===== src/rtl/vram_arb.sv =====
// Arbitrates the single VRAM Wishbone port between the CPU and a scroll/clear
// engine. Define VRAM_ARB_FLASH_EN to build the `flash` blink divider.
module vram_arb #(
    parameter int unsigned ROWS      = 25,
    parameter int unsigned COLS      = 80,
    parameter int unsigned FIRST_ROW = 1,
    parameter logic [15:0] FILL      = 16'h2020,
    parameter int unsigned FLASH_DIV = 25000000
) (
    input  logic        wb_clk_i,
    input  logic        wb_rst_i,
    input  logic [15:0] s_adr_i,
    input  logic [15:0] s_dat_i,
    output logic [15:0] s_dat_o,
    input  logic        s_cyc_i,
    input  logic        s_stb_i,
    input  logic        s_we_i,
    input  logic [1:0]  s_sel_i,
    output logic        s_ack_o,
    output logic [15:0] m_adr_o,
    output logic [15:0] m_dat_o,
    input  logic [15:0] m_dat_i,
    output logic        m_cyc_o,
    output logic        m_stb_o,
    output logic        m_we_o,
    output logic [1:0]  m_sel_o,
    input  logic        m_ack_i,
    input  logic        cmd_valid,
    input  logic [1:0]  cmd_op,
    input  logic [4:0]  cmd_row,
    output logic        cmd_ready,
    output logic        busy,
    output logic        done,
    output logic        flash
);
    localparam logic [10:0] PITCH      = 11'(COLS / 2);
    localparam logic [10:0] BODY_START = 11'(FIRST_ROW * (COLS / 2));
    localparam logic [10:0] LAST_START = 11'((ROWS - 1) * (COLS / 2));
    localparam logic [10:0] SCREEN_END = 11'(ROWS * (COLS / 2));

    typedef enum logic [1:0] {OWN_NONE, OWN_CPU, OWN_ENG} owner_e;
    typedef enum logic [2:0] {S_IDLE, S_RD, S_WR, S_NEXT, S_DONE} eng_state_e;
    typedef enum logic [1:0] {OP_SCROLL, OP_CLR_ROW, OP_CLR_SCR, OP_RSVD} op_e;

    owner_e      owner_q, owner_d, last_q, last_d;
    logic        m_cyc_q, m_cyc_d, m_we_q, m_we_d;
    logic [15:0] m_adr_q, m_adr_d, m_dat_q, m_dat_d, s_dat_q, s_dat_d;
    logic [1:0]  m_sel_q, m_sel_d;
    eng_state_e  state_q, state_d;
    op_e         op_q, op_d;
    logic [4:0]  row_q, row_d;
    logic [10:0] w_q, w_d, end_q, end_d;
    logic        fill_q, fill_d;
    logic [15:0] hold_q, hold_d;

    logic        cpu_req, eng_req, cpu_ack, eng_ack, cmd_bad;
    logic [10:0] eng_word, row_base;

    assign cpu_req  = s_cyc_i & s_stb_i;
    assign eng_req  = (state_q == S_RD) || (state_q == S_WR);
    assign cpu_ack  = m_ack_i & (owner_q == OWN_CPU);
    assign eng_ack  = m_ack_i & (owner_q == OWN_ENG);
    assign eng_word = (state_q == S_RD) ? w_q + PITCH : w_q;
    assign row_base = 11'(row_q) * PITCH;
    assign cmd_bad  = (cmd_op == 2'd3) ||
                      ((cmd_op == 2'd1) && ((32'(cmd_row) < FIRST_ROW) || (32'(cmd_row) >= ROWS)));

    assign s_ack_o   = cpu_ack;
    assign s_dat_o   = cpu_ack ? m_dat_i : s_dat_q;
    assign m_cyc_o   = m_cyc_q;
    assign m_stb_o   = m_cyc_q;
    assign m_we_o    = m_we_q;
    assign m_adr_o   = m_adr_q;
    assign m_dat_o   = m_dat_q;
    assign m_sel_o   = m_sel_q;
    assign cmd_ready = (state_q == S_IDLE) || (state_q == S_DONE);
    assign busy      = !cmd_ready;
    assign done      = (state_q == S_DONE);

    // On contention the grant goes to whichever side did not win last time.
    always_comb begin
        owner_d = owner_q;
        last_d  = last_q;
        m_cyc_d = m_cyc_q;
        m_we_d  = m_we_q;
        m_adr_d = m_adr_q;
        m_dat_d = m_dat_q;
        m_sel_d = m_sel_q;
        s_dat_d = s_dat_q;
        unique case (owner_q)
            OWN_NONE: begin
                if (cpu_req && (!eng_req || last_q != OWN_CPU)) begin
                    owner_d = OWN_CPU;
                    last_d  = OWN_CPU;
                    m_cyc_d = 1'b1;
                    m_we_d  = s_we_i;
                    m_adr_d = s_adr_i;
                    m_dat_d = s_dat_i;
                    m_sel_d = s_sel_i;
                end else if (eng_req) begin
                    owner_d = OWN_ENG;
                    last_d  = OWN_ENG;
                    m_cyc_d = 1'b1;
                    m_we_d  = (state_q == S_WR);
                    m_adr_d = {4'b0, eng_word, 1'b0};
                    m_dat_d = fill_q ? FILL : hold_q;
                    m_sel_d = '1;
                end
            end
            OWN_CPU: begin
                if (!s_cyc_i) begin
                    owner_d = OWN_NONE;
                    m_cyc_d = 1'b0;
                end else if (m_ack_i) begin
                    owner_d = OWN_NONE;
                    m_cyc_d = 1'b0;
                    s_dat_d = m_dat_i;
                end
            end
            OWN_ENG: begin
                if (m_ack_i) begin
                    owner_d = OWN_NONE;
                    m_cyc_d = 1'b0;
                end
            end
            default: owner_d = OWN_NONE;
        endcase
    end

    always_comb begin
        state_d = state_q;
        op_d    = op_q;
        row_d   = row_q;
        w_d     = w_q;
        end_d   = end_q;
        fill_d  = fill_q;
        hold_d  = hold_q;
        unique case (state_q)
            S_IDLE, S_DONE: begin
                state_d = S_IDLE;
                if (cmd_valid) begin
                    op_d    = op_e'(cmd_op);
                    row_d   = cmd_row;
                    state_d = cmd_bad ? S_DONE : S_NEXT;
                end
            end
            S_NEXT: begin
                fill_d  = (op_q != OP_SCROLL);
                state_d = (op_q == OP_SCROLL) ? S_RD : S_WR;
                unique case (op_q)
                    OP_SCROLL: begin
                        w_d   = BODY_START;
                        end_d = LAST_START;
                    end
                    OP_CLR_ROW: begin
                        w_d   = row_base;
                        end_d = row_base + PITCH;
                    end
                    default: begin
                        w_d   = BODY_START;
                        end_d = SCREEN_END;
                    end
                endcase
            end
            S_RD: begin
                if (eng_ack) begin
                    hold_d  = m_dat_i;
                    state_d = S_WR;
                end
            end
            S_WR: begin
                // Scroll copy runs into its fill phase without leaving WR.
                if (eng_ack) begin
                    w_d = w_q + 11'd1;
                    if (w_q + 11'd1 == end_q) begin
                        if (!fill_q) begin
                            fill_d = 1'b1;
                            end_d  = SCREEN_END;
                        end else begin
                            state_d = S_DONE;
                        end
                    end else begin
                        state_d = fill_q ? S_WR : S_RD;
                    end
                end
            end
            default: state_d = S_IDLE;
        endcase
    end

    always_ff @(posedge wb_clk_i or posedge wb_rst_i) begin
        if (wb_rst_i) begin
            owner_q <= OWN_NONE;
            last_q  <= OWN_ENG;
            m_cyc_q <= 1'b0;
            m_we_q  <= 1'b0;
            m_adr_q <= '0;
            m_dat_q <= '0;
            m_sel_q <= '0;
            s_dat_q <= '0;
            state_q <= S_IDLE;
            op_q    <= OP_SCROLL;
            row_q   <= '0;
            w_q     <= '0;
            end_q   <= '0;
            fill_q  <= 1'b0;
            hold_q  <= '0;
        end else begin
            owner_q <= owner_d;
            last_q  <= last_d;
            m_cyc_q <= m_cyc_d;
            m_we_q  <= m_we_d;
            m_adr_q <= m_adr_d;
            m_dat_q <= m_dat_d;
            m_sel_q <= m_sel_d;
            s_dat_q <= s_dat_d;
            state_q <= state_d;
            op_q    <= op_d;
            row_q   <= row_d;
            w_q     <= w_d;
            end_q   <= end_d;
            fill_q  <= fill_d;
            hold_q  <= hold_d;
        end
    end

    if (FLASH_DIV == 0 || FLASH_DIV > (1 << 25)) begin : g_bad_flash_div
        $error("vram_arb: FLASH_DIV must be within 1..2**25");
    end

`ifdef VRAM_ARB_FLASH_EN
    logic [24:0] flash_cnt_q, flash_cnt_d;
    logic        flash_q, flash_d;

    always_comb begin
        flash_cnt_d = flash_cnt_q + 25'd1;
        flash_d     = flash_q;
        if (flash_cnt_q == 25'(FLASH_DIV - 1)) begin
            flash_cnt_d = '0;
            flash_d     = ~flash_q;
        end
    end

    always_ff @(posedge wb_clk_i or posedge wb_rst_i) begin
        if (wb_rst_i) begin
            flash_cnt_q <= '0;
            flash_q     <= 1'b1;
        end else begin
            flash_cnt_q <= flash_cnt_d;
            flash_q     <= flash_d;
        end
    end

    assign flash = flash_q;
`else
    assign flash = 1'b1;
`endif
endmodule

===== config.mk =====
export PLATFORM = sky130hd
export DESIGN_NAME = vram_arb
export DESIGN_NICKNAME = d
export VERILOG_FILES = /design/src/rtl/vram_arb.sv
export SDC_FILE = /design/constraint.sdc
export NUM_CORES = 1
export LEC_CHECK = 0
export ABC_AREA = 1
export BUFFER_PORTS_ARGS = -buffer_cell sky130_fd_sc_hd__buf_2
export CORE_AREA = 8 8 110 112
export CTS_CLUSTER_DIAMETER = 30
export DETAILED_ROUTE_END_ITERATION = 10
export DIE_AREA = 0 0 118 120
export PLACE_DENSITY = 0.76
export SETUP_SLACK_MARGIN = 0.3
export SYNTH_ARGS = -nofsm -noshare
export SYNTH_HDL_FRONTEND = slang
export SYNTH_SLANG_ARGS = --single-unit

===== constraint.sdc =====
create_clock -name wb_clk_i -period 5.3 [get_ports wb_clk_i]
set_clock_uncertainty 0.2 [all_clocks]
set_input_delay 1.59 -clock wb_clk_i [delete_from_list [all_inputs] [get_ports wb_clk_i]]
set_output_delay 1.59 -clock wb_clk_i [all_outputs]
set_load 0.02 [all_outputs]

==> impl_results.md, run 1 <==
* Number of antenna diodes at 0
* Post-CTS Hold Fix Bufs at 0
* CP Max Fanout at 18
* Total Routing Usage GR at 19.4%
* CTS Root Cell: clkbuf_8
* Core area at 10500 sq um
* Hold Path Class: reg2reg
* Max VDD drop at 239 uV
* Die area at 14200 sq um
* Lkg Pwr at 0.00334 uW
* Status: finished, final reports clean
* # port buffers at 120
* NetSw at 1880 uW
* Final estimated routing congestion in global placement at 0.919
* Worst skew pair latency at 370 ps
* Final Cell Area at 6380 sq um
* Gate Count Post-Synth at 694
* Initial core utilization at 52.4%
* Final setup fails at 0
* Antenna-violating nets left at 0
* Logic gate share of total power at 52.1%
* Worst-path clk slew at 100 ps
* Netlist cell types at 41
* CP endpoint kind: output port
* Mapped cell area at 5510 sq um
* Drt initial violations at 387
* Placed instance area at 6200 sq um
* DRC Markers at 0
* Arr. time, crit path at 2670 ps
* Die W at 118 um
* Clock power share at 11.7%
* Vias in the first global route at 4810
* Synth warnings at 0
* Die height at 120 um
* Reg power frac at 36.1%
* Clock sink count at 102
* Sw Ratio at 48.3%
* HPWL Detailed at 10.7 mm
* Final Hold Fails at 0
* # Max-Cap Violations at 0
* Nature of the critical path startpoint: input pin
* Setup TNS at 0 ps
* Post-CTS sizing at 0
* Vias per cell at 5.28
* Largest net degree at the start of global routing at 64
* Io pins at 122
* First-pass GRT wire length at 23.0 mm
* Worst slew pin tran at 981 ps
* Synthesized area per cell at 7.94 sq um
* Critical Path RT at 3510 ps
* Initial antenna violation count at 0
* Setup bufs post-CTS at 0
* Register area share after synthesis at 46.4%
* Post-DR wirelength/cell at 14.6 um
* RSZ-0062 raised after global routing: false
* TritonCTS clock tree: built
* Net count after synthesis at 772
* Nets at 882
* Fillers at 936
* Num CTS Buffers at 9
* Final min period at 4460 ps
* # H-tree levels at 3
* Area delta synth->final at 15.8%
* Row count at 38
* Vias post-DR at 5008
* Total grt overflow at 0
* Max-slew violation count at 0
* Maximum root-to-sink buffer count at 2
* Share of layout cells above drive strength 1 at 23.0%
* FF+latch count, synth at 102
* Power Density at 611 nW/um^2
* Rel. slew slack at 34.4%
* Critical path type: in2out
* Drt total wl at 13.9 mm
* Post-route clock period utilization at 84.2%
* Router iterations before antenna repair at 5
* Fmax at 224 MHz
* Internal at 2020 uW
[power groups by stage]
| stage | registers (uW) | clock network, uW | logic, uW |
|---|---|---|---|
| 2_1_floorplan | 1500 | 0 | 1400 |
| 3_3_place_gp | 1400 | 0 | 1970 |
| 3_5_place_dp | 1420 | 0 | 2030 |
| 4_1_cts | 1400 | 468 | 2050 |
| 5_1_grt | 1450 | 492 | 2290 |
| 6_report | 1410 | 458 | 2030 |
[critical path: stages]
cell     delay (ps)
buf_2           120
nand2_1         350
buf_4           280
nand2_1          60
o21ai_0          70
buf_2           190
[state kept, by name, summed over array words and instances (netlist names)]
register  count
owner_q       2
last_q        2
s_dat_q      16
w_q          11
m_we_o        1
end_q         8
m_cyc_o       1
row_q         5
m_dat_o      16
hold_q       16
m_adr_o      16
op_q          2
fill_q        1
m_sel_o       2
state_q       3
[Yosys cell counts (all sizes together)]
master	number	share of area (%)
nand3	69	6.9
o311ai	1	0.16
nand3b	2	0.27
o22ai	4	0.45
o22a	2	0.32
buf	13	1.5
nor3	4	0.36
dfrtp	101	46
nor2	44	4.1
nand2	216	15
a22o	6	0.95
o211ai	7	0.95
a31oi	5	0.57
or2	4	0.45
conb	1	0.068
o31ai	1	0.14
nand4	3	0.34
a21oi	17	1.5
xor2	9	1.4
o21ai	79	7.8
ha	13	3.0
o21bai	1	0.14
o221ai	1	0.16
fa	1	0.36
clkbuf	13	0.89
dfstp	1	0.48
xnor2	2	0.32
inv	74	5.0
[worst paths after layout]
kind                       depth (start not counted)              startpoint                      end  slack (ps)
max in group asynchronous                          3                wb_rst_i  m_adr_o[10]$_DFFE_PP0P_        3130
hold reg to reg                                    2   last_q[1]$_DFFE_PP1P_    last_q[1]$_DFFE_PP1P_         290
setup / recovery                                   6                 m_ack_i              s_dat_o[11]         840
hold / removal                                     2   last_q[1]$_DFFE_PP1P_    last_q[1]$_DFFE_PP1P_         290
min in group asynchronous                          3                wb_rst_i   s_dat_q[7]$_DFFE_PP0P_        1130
setup reg to reg                                  10  state_q[2]$_DFFE_PP0P_     end_q[4]$_DFFE_PP0P_        2430
[final cells by class]
type | instances | area (sq um) | area share, %
Sequential cell | 102 | 2550 | 40.0
Multi-Input combinational cell | 492 | 2550 | 40.0
Timing Repair Buffer | 125 | 638 | 10.0
Inverter | 74 | 280 | 4.39
Tap cell | 140 | 175 | 2.75
Clock buffer | 9 | 124 | 1.94
Clock inverter | 7 | 58.8 | 0.922
[stage by stage]
step	utilization (%)	hold WS (ps)	total power, uW	setup WS [ps]	std cells
after detailed placement	59.0	275	3450	835	933
after floorplan	-	248	2900	836	694
after global routing	60.7	314	4230	722	949
after CTS	60.7	294	3920	831	949
final	60.7	295	3900	836	949
after global placement	59.0	260	3380	861	933
[layer usage]
metal	up-vias	track usage (%)	wire length, um
li1	2468	-	-
met1	2330	25.8	6430
met2	177	30.3	6240
met3	33	5.07	908
met4	0	6.65	291
met5	-	0	0
[placed cells by master, fill, tap and decap left out, drive strengths merged, types with 5 or more instances in the layout]
cell / synthesis / layout
a22o: 6 / 6
a31oi: 5 / 5
xor2: 9 / 9
ha: 13 / 13
inv: 74 / 76
nand2: 216 / 216
o211ai: 7 / 7
a21oi: 17 / 17
buf: 13 / 125
o21ai: 79 / 79
clkbuf: 13 / 9
dfrtp: 101 / 101
nor2: 44 / 44
nand3: 69 / 69
[cell families (layout without fill, tap and decap cells)]
group / after synthesis / after routing / share of synthesized area [%]
xor+xnor: 11 / 11 / 1.75
buf+inv: 100 / 215 / 7.38
flops: 102 / 102 / 46.4
fa+ha+maj: 14 / 14 / 3.32
other cells: 1 / 1 / 0.0681
compound gates: 124 / 124 / 13.2
simple gates: 342 / 342 / 28.0
Note: power is estimated with default switching activity, not from simulation.
==> run 2, diff against run 1 <==
==> constraint.sdc (replaced) <==
create_clock -name wb_clk_i -period 4.65 [get_ports wb_clk_i]
set_clock_uncertainty 0.2 [all_clocks]
set_input_delay 1.395 -clock wb_clk_i [delete_from_list [all_inputs] [get_ports wb_clk_i]]
set_output_delay 1.395 -clock wb_clk_i [all_outputs]
set_load 0.02 [all_outputs]
==> run 2 against run 1 <==
Against the previous run: non-clock buffer count decreased by 1; cell count decreased by 0.11%; critical path depth unchanged; total power increased by 16%; clock-buffer cell count increased by 1; global-route usage increased by 0.63 points; flip-flop and latch count unchanged; sequential power increased by 14%; core utilization increased by 0.083 points; first-iteration DRC count decreased by 1.8%; largest power group unchanged.
==> impl_results.md, run 2 (synthesis gave the netlist of run 1 again) <==
* Status: finished, final reports clean
* Drt total wl at 14.1 mm (+1.9%)
* Lkg Pwr at 0.00334 uW (-0.10%)
* Arr. time, crit path at 2480 ps (-190 ps)
* Post-route clock period utilization at 87.6%
* Antenna-violating nets left at 0 (unchanged)
* Most common cell after layout, fill and taps aside: nand2_1
* Slowest stage delay, CP at 310 ps (-40 ps)
* Max VDD drop at 281 uV (+18%)
* Crit. Startpoint: m_ack_i
* Worst-path clk slew at 90 ps (about the same)
* Num CTS Buffers at 9 (unchanged)
* Nets at 881 (-0.11%)
* Most frequent cells in the layout: nand2_1, buf_2, dfrtp_1, inv_1, o21ai_0
* Die height at 120 um (unchanged)
* Final WS setup at 577 ps (-259 ps)
* Vias in the first global route at 4886 (+1.6%)
* Area delta synth->final at 16.0%
* Critical Path RT at 3050 ps (-460 ps)
* DRC Markers at 0 (unchanged)
* Setup bufs post-CTS at 0 (unchanged)
* Total grt overflow at 0 (unchanged)
* First-pass GRT wire length at 23.6 mm (+2.9%)
* Hold_sp: last_q[1]$_DFFE_PP1P_
* HPWL Detailed at 10.8 mm (+1.4%)
* Final min period at 4070 ps
* Vias post-DR at 4960 (-0.96%)
* Pre-CTS setup slack at 607 ps (-228 ps)
* # H-tree levels at 3 (unchanged)
* Initial antenna violation count at 0 (unchanged)
* Die W at 118 um (unchanged)
* Hold Path Class: reg2reg
* Worst reg2reg startpoint: state_q[2]$_DFFE_PP0P_
* WHS Path Cells at 2 (unchanged)
* Initial core utilization at 52.4% (unchanged)
* TritonCTS clock tree: built
* CP Buf/Inv Count at 3 (unchanged)
* Slowest-stage cell, CP: nand2_1
* CTS Root Cell: clkbuf_8
* # port buffers at 120 (unchanged)
* Largest net degree at the start of global routing at 84 (+31%)
* RSZ-0062 raised after global routing: false
* Share of layout cells above drive strength 1 at 22.8% (-0.22 points)
* Number of antenna diodes at 0 (unchanged)
* R2R setup slack at 1750 ps (-680 ps)
* Setup TNS at 0 ps (unchanged)
* Post-CTS Hold Fix Bufs at 0 (unchanged)
* CP endpoint kind: output port
* Reg2reg end: end_q[8]$_DFFE_PP0P_
* Post-CTS sizing at 0 (unchanged)
* Worst skew pair latency at 370 ps (about the same)
* CP Cell Sequence: buf_2, nand2_1, buf_4, nand2_1, o21ai_0, buf_2
* Worst slew pin tran at 993 ps (+12.1 ps)
* Final setup fails at 0 (unchanged)
* Power Density at 707 nW/um^2 (+16%)
* Core area at 10500 sq um (unchanged)
* Fillers at 953 (+1.8%)
* Post-DR wirelength/cell at 14.9 um (+2.0%)
* CP Max Fanout at 22 (+4)
* Max-slew violation count at 0 (unchanged)
* Io pins at 122 (unchanged)
* Fmax at 246 MHz
* Clock sink count at 102 (unchanged)
* Critical path type: in2out
* # Max-Cap Violations at 0 (unchanged)
* Final Hold Fails at 0 (unchanged)
* Vias per cell at 5.23 (-0.85%)
* Router iterations before antenna repair at 5 (unchanged)
* Row count at 38 (unchanged)
* Rel. slew slack at 33.8% (-0.63 points)
* CP top delay family: buffers and inverters
* Final estimated routing congestion in global placement at 0.892 (-2.9%)
* Hold Path End: last_q[1]$_DFFE_PP1P_
* Nature of the critical path startpoint: input pin
* Final core utilization at 60.8% (+0.083 points)
* Drt initial violations at 380 (-1.8%)
* Total Routing Usage GR at 20.0% (+0.63 points)
* Maximum root-to-sink buffer count at 2 (unchanged)
* Reg2reg path depth at 10 (unchanged)
* Die area at 14200 sq um (unchanged)
run 2: cell count changes in the layout (fill, tap and decap cells not counted):
cell        delta
inv_8          -1
clkbuf_1       +1
clkinv_2       -1
clkinv_4       -1
buf_4          -1
clkinvlp_4     +1
bufinv_16      +1
run 2: worst reg2reg max path, delay by kind of cell (launching register included):
kind	cells	cell delay, ps
flip-flops	1	400
AO/OA/AOI/OAI	1	50
buffers and inverters	3	760
AND/OR/NAND/NOR	6	1380
run 2: where the power goes:
group | total, uW | switching (uW) | leakage (uW) | internal, uW
Combinational | 2330 | 1530 | 0.00197 | 798
Clock | 571 | 318 | 0.0000931 | 253
Sequential | 1610 | 314 | 0.00128 | 1300
Total | 4520 | 2160 | 0.00334 | 2350
run 2: per-stage QoR:
| stage | hold slack (ps) | power [uW] | instance area, sq um | std cells |
|---|---|---|---|---|
| 2_1_floorplan | 248 | 3300 | 5510 | 694 |
| 3_3_place_gp | 259 | 3850 | 6190 | 932 |
| 3_5_place_dp | 261 | 3950 | 6190 | 932 |
| 4_1_cts | 277 | 4530 | 6390 | 948 |
| 5_1_grt | 308 | 4890 | 6390 | 948 |
| 6_report | 278 | 4520 | 6390 | 948 |
run 2: cell type report:
| type | count | area, sq um | share of cell area [%] |
|---|---|---|---|
| clock buffer | 10 | 128 | 2.00 |
| clock inverter | 6 | 71.3 | 1.12 |
| inverter | 74 | 280 | 4.39 |
| multi-input combinational | 492 | 2550 | 39.9 |
| sequential | 102 | 2550 | 40.0 |
| tap | 140 | 175 | 2.74 |
| timing repair buffer | 124 | 631 | 9.87 |
run 2: worst max-delay path by stage:
stage | to | depth (start not counted)
2_1_floorplan | end_q[10]$_DFFE_PP0P_ | 1
3_3_place_gp | s_dat_o[10] | 6
3_5_place_dp | s_dat_o[9] | 6
4_1_cts | s_dat_o[9] | 6
5_1_grt | s_dat_o[9] | 6
6_report | s_dat_o[5] | 6
run 2: per-layer routing:
layer | part of all wire, % | up-vias | track usage, %
met4 | 1.2 | 0 | 6.08
met2 | 46 | 153 | 31.7
li1 | - | 2469 | -
met5 | 0 | - | 0
met1 | 47 | 2321 | 27.1
met3 | 5.6 | 17 | 4.37
